==> config.mk <==
export PLATFORM = sky130hd
export DESIGN_NAME = memory_stage
export DESIGN_NICKNAME = d
export VERILOG_FILES = /design/src/rtl/memory_stage.sv
export SDC_FILE = /design/constraint.sdc
export NUM_CORES = 1
export LEC_CHECK = 0
export ABC_CLOCK_PERIOD_IN_PS = 2070
export BUFFER_PORTS_ARGS = -buffer_cell sky130_fd_sc_hd__buf_4
export CAP_MARGIN = 20
export CORE_MARGIN = 3
export CORE_UTILIZATION = 48
export CTS_BUF_LIST = sky130_fd_sc_hd__clkbuf_16
export CTS_CLUSTER_DIAMETER = 100
export CTS_CLUSTER_SIZE = 30
export DETAILED_ROUTE_END_ITERATION = 10
export PLACE_DENSITY = 0.88
export SLEW_MARGIN = 15
export SYNTH_ARGS = -nofsm -noshare
export SYNTH_HDL_FRONTEND = slang
export SYNTH_SLANG_ARGS = --single-unit
==> constraint.sdc <==
create_clock -name clk -period 2.07 [get_ports clk]
set_input_delay 0.621 -clock clk [delete_from_list [all_inputs] [get_ports clk]]
set_output_delay 0.621 -clock clk [all_outputs]
set_load 0.05 [all_outputs]
==> src/rtl/memory_stage.sv <==
`default_nettype none
// memory_stage: MEM pipeline stage with a stalling data-memory handshake and a 16-cycle access timeout.
// Optional build macro MEM_ALIGN_CHECK_EN rejects non-word-aligned accesses with a bus_err pulse.
module memory_stage (
  input  logic        clk,
  input  logic        rst_n,
  input  logic [31:0] res,
  input  logic [31:0] write_data_ex,
  input  logic [4:0]  write_register_ex,
  input  logic        zero,
  input  logic [2:0]  m_MEM,
  input  logic [1:0]  wb_MEM,
  output logic        dmem_req,
  output logic        dmem_we,
  output logic [31:0] dmem_addr,
  output logic [31:0] dmem_wdata,
  input  logic [31:0] dmem_rdata,
  input  logic        dmem_ack,
  output logic        stall_mem,
  output logic        pc_src,
  output logic        bus_err,
  output logic [1:0]  wb_WB,
  output logic [4:0]  write_register_wb,
  output logic [31:0] read_data_wb,
  output logic [31:0] res_wb
);

  localparam logic [0:0] IDLE = 1'b0;
  localparam logic [0:0] WAIT = 1'b1;
  // tmo_cnt holds the number of ack-less WAIT cycles already elapsed; the 15th one gives up.
  localparam logic [3:0] TIMEOUT_CNT = 4'd14;

  logic [0:0]  state;
  logic [3:0]  tmo_cnt;
  logic [29:0] req_addr;
  logic        req_we;
  logic [31:0] req_wdata;

  logic access;
  logic misalign;
  logic in_idle;
  logic issue;
  logic waiting;
  logic done;
  logic timeout;
  logic align_err;

  assign access = m_MEM[1] | m_MEM[0];

`ifdef MEM_ALIGN_CHECK_EN
  assign misalign = access & (res[1:0] != 2'b00);
`else
  logic unused_res_low;
  assign unused_res_low = ^res[1:0];
  assign misalign       = 1'b0;
`endif

  assign in_idle   = (state == IDLE);
  assign issue     = rst_n & in_idle & access & ~misalign;
  assign align_err = rst_n & in_idle & misalign;
  assign waiting   = rst_n & ~in_idle;
  assign done      = (issue | waiting) & dmem_ack;
  // An ack arriving in the timeout cycle still completes the access.
  assign timeout   = waiting & ~dmem_ack & (tmo_cnt == TIMEOUT_CNT);

  assign dmem_req  = issue | waiting;
  assign stall_mem = (issue | waiting) & ~dmem_ack & ~timeout;
  assign bus_err   = timeout | align_err;
  assign pc_src    = m_MEM[2] & zero;

  always_comb begin
    dmem_we    = m_MEM[0];
    dmem_addr  = {res[31:2], 2'b00};
    dmem_wdata = write_data_ex;
    if (!in_idle) begin
      dmem_we    = req_we;
      dmem_addr  = {req_addr, 2'b00};
      dmem_wdata = req_wdata;
    end
  end

  always_ff @(posedge clk) begin
    if (!rst_n) begin
      state     <= IDLE;
      tmo_cnt   <= 4'd0;
      req_addr  <= 30'd0;
      req_we    <= 1'b0;
      req_wdata <= 32'd0;
    end else if (in_idle) begin
      if (issue && !dmem_ack) begin
        state     <= WAIT;
        tmo_cnt   <= 4'd0;
        req_addr  <= res[31:2];
        req_we    <= m_MEM[0];
        req_wdata <= write_data_ex;
      end
    end else if (dmem_ack || timeout) begin
      state <= IDLE;
    end else begin
      tmo_cnt <= tmo_cnt + 4'd1;
    end
  end

  // Stalled, timed-out and rejected cycles hand WB a bubble; everything else advances.
  always_ff @(posedge clk) begin
    if (!rst_n) begin
      wb_WB             <= 2'b00;
      write_register_wb <= 5'd0;
      read_data_wb      <= 32'd0;
      res_wb            <= 32'd0;
    end else if (stall_mem || timeout || align_err) begin
      wb_WB <= 2'b00;
    end else begin
      wb_WB             <= wb_MEM;
      write_register_wb <= write_register_ex;
      res_wb            <= res;
      if (done && m_MEM[1]) begin
        read_data_wb <= dmem_rdata;
      end
    end
  end

endmodule
`default_nettype wire

==> reports/metrics.yaml <==
run_status:
  status: "finished with violations"
  failed_checks: "setup timing"
sta:
  min_period_over_period: 1.08
  rsz0062_at_grt: "true"
  fin_tns_setup_ns: -8.00
  slew_viol_final: 0
  fmax_ghz: 0.447
  setup_viol: 66
  finalCriticalPeriod_ns: 2.24
  clock_skew_ns: 0.00319
  finalHoldViolations: 0
  worst_slack_ns: -0.165
worst_setup_path:
  crit_type: "flip-flop to output pin"
  cpMaxStageDelayCell: "dfxtp_4"
  crit_start: "state$_SDFF_PN0_"
  crit_path_start_kind: "flip-flop"
  cpLargestDelayFamily: "flip-flops"
  required_ns: 1.45
  crit_fanout: 6
  cp-end-kind: "output pin"
  crit_buf_inv: 2
  critPathMaxStageDelay_ns: 0.43
  arrival_ns: 1.61
  crit-reg2reg-launch: "state$_SDFF_PN0_"
  crit_chain: "buf_2 -> mux2_2 -> buf_4"
finish:
  fin_util: 0.758
  drive_above_1_share: 0.416
  area_growth_pct: 51.9
  num-nets-final: 1065
  num_antenna_cells: 0
global_routing:
  grt.total_usage: 0.281
  grt_max_degree: 57
  antenna_found_initial: 0
  grt_pass1_vias: 6638
  grt_pass1_wl_mm: 33.3
  overflow: 0
clocking:
  numCtsBuffers: 17
  cts_sinks: 139
  clock_latency_ns: 0.41
  root_buffer: "clkbuf_16"
  h-tree-depth: 4
  cts_tree: "done"
  clkSlewWorstSetupHoldPaths_ns: 0.06
  clockBufferDepth: 2
  cts_hold_buf: 0
pwr:
  clkPwrFrac: 0.401
  ir_worst_vdd_mv: 0.475
  sw_frac_of_total: 0.297
  netSwitchingPower_mw: 2.39
  seqPwrFrac: 0.356
  p_total_mw: 8.06
  p_per_area_mw_per_mm2: 829
  leakage_nw: 4.07
  power_frac_comb: 0.243
  p_int_mw: 5.67
synthesis:
  synthAdderAreaFrac: 0.00391
  synth_compound_area_frac: 0.219
  yosys.area.top_type_share: 0.435
  muxShareOfSynthArea: 0.116
  ys_warn_count: 0
  synth-seq-cells: 139
  synth_top_family_by_area: "compound AO/OA/AOI/OAI gates"
  synthSimpleGateAreaFrac: 0.145
  syn-cell-area_mm2: 0.00640
  avgSynthCellArea_um2: 8.79
  synthCells: 728
  synth_ff_type: "dfxtp_1"
  async_reset_ff_frac: 0
  synth_xor_area_frac: 0.00137
  yosysTopAreaCell: "dfxtp_1"
  synth_area_leaders: "dfxtp_1 (43%), mux2_2 (11%), a21oi_1 (10%)"
  synth_cell_type_count: 33
  synth_edf_count: 0
  ys_seq_area_frac: 0.435
route:
  dr.pass1.iters: 6
  wl_mm: 21.8
  vias: 6884
  drt_iter0_drc: 551
  vias_per_cell: 6.05
  drt.antenna.violating_nets: 0
  drc: 0
  wl_per_cell_um: 19.1
worst_hold_path:
  hold_class: "input pin to flip-flop"
  min_from: "wb_MEM[0]"
placement:
  dpl.hpwl_mm: 13.1
  io_buffer_count: 247
  place_ws_ns: -0.0490
  gp_congestion: 0.797
floorplanning:
  core_area_mm2: 0.0128
  die_y_um: 121
  fp.dieW_um: 121
  start_util: 0.499
  io-pin-count: 250
  die_area_mm2: 0.0148
  num_rows: 41
flow_run:
  drv_cap: 0
==> synth_stat cells (7+ instances only) <==
cell      number
buf_4          9
clkbuf_1      25
nand4_1       63
buf_6          7
a21oi_1      132
buf_2         49
mux2_2        64
o21ai_0       33
o31ai_1       63
dfxtp_1      139
nand3_1       41
nand2_1       68
==> area by class of cell <==
| cell class | instances | area, um2 |
|---|---|---|
| Sequential cell | 139 | 2790 |
| Fill cell | 854 | 3100 |
| Timing Repair Buffer | 295 | 2760 |
| Clock inverter | 15 | 203 |
| Inverter | 5 | 23.8 |
| Clock buffer | 17 | 425 |
| Tap cell | 172 | 215 |
| Multi-Input combinational cell | 495 | 3300 |
==> cell families after synthesis <==
logic type	Yosys count
AO/OA/AOI/OAI	239
AND/OR/NAND/NOR	185
flip-flops	139
buffers and inverters	95
multiplexers	66
adder cells (fa/ha/maj)	2
other	1
XOR/XNOR	1
==> power groups by stage <==
| stage | registers [mW] | logic [mW] | clock network, mW |
|---|---|---|---|
| 2_1_floorplan | 3.14 | 0.903 | 0 |
| 3_3_place_gp | 2.92 | 1.72 | 0 |
| 3_5_place_dp | 2.92 | 1.74 | 0 |
| 4_1_cts | 2.86 | 1.91 | 3.27 |
| 5_1_grt | 2.88 | 2.05 | 3.40 |
| 6_report | 2.87 | 1.96 | 3.23 |
==> path summary, 6_finish.rpt <==
check | to | slack (ns) | cells after the start
setup reg to reg | req_addr[24]$_SDFFE_PN0P_ | 0.16 | 7
hold / removal | wb_WB[0]$_SDFF_PP0_ | 0.45 | 2
hold reg to reg | read_data_wb[19]$_SDFFE_PN0P_ | 0.45 | 2
setup / recovery | dmem_we | -0.17 | 3
==> layout by cell type, fill, tap and decap left out, drive strengths merged, types with 5 or more instances in the layout <==
cell	instances
nand3	41
inv	6
o31ai	64
buf	294
a21oi	132
clkbuf	18
mux2	64
nand4	63
nand2	68
o21ai	37
dfxtp	139
bufinv	5
clkinv	8
==> layer usage <==
metal | wire, um | vias up | GRT usage
li1 | - | 3130 | -
met1 | 8520 | 3257 | 0.352
met2 | 10400 | 427 | 0.459
met3 | 2050 | 70 | 0.0643
met4 | 801 | 0 | 0.129
met5 | 0 | - | 0
==> flip-flops by register name, indices dropped and copies added (netlist names) <==
register and cells:
read_data_wb 32, req_wdata 32, res_wb 32, req_addr 30, write_register_wb 5, tmo_cnt 4, wb_WB 2, req_we 1
state 1
==> stage by stage <==
step	std cells	hold WS, ns	area, um2
floorplan	729	0.445	6410
global placement	1093	0.442	8460
CTS	1136	0.434	9610
detailed placement	1093	0.449	8460
global route	1138	0.448	9720
finish	1138	0.449	9720
==> what timing repair did <==
action	4_1_cts	5_1_grt
buffers inserted	9	2
gates resized for setup	106	24
endpoints found under the setup margin	66	66
pin swaps	1	0
gates cloned	2	1
==> worst reg2reg max path: stages, from the launching register on <==
cell	delay (ns)
dfxtp_4	0.39
buf_12	0.15
buf_16	0.14
buf_4	0.13
or2_2	0.34
buf_12	0.19
o31ai_1	0.31
a21oi_1	0.13
(Power assumes the default switching activity.)
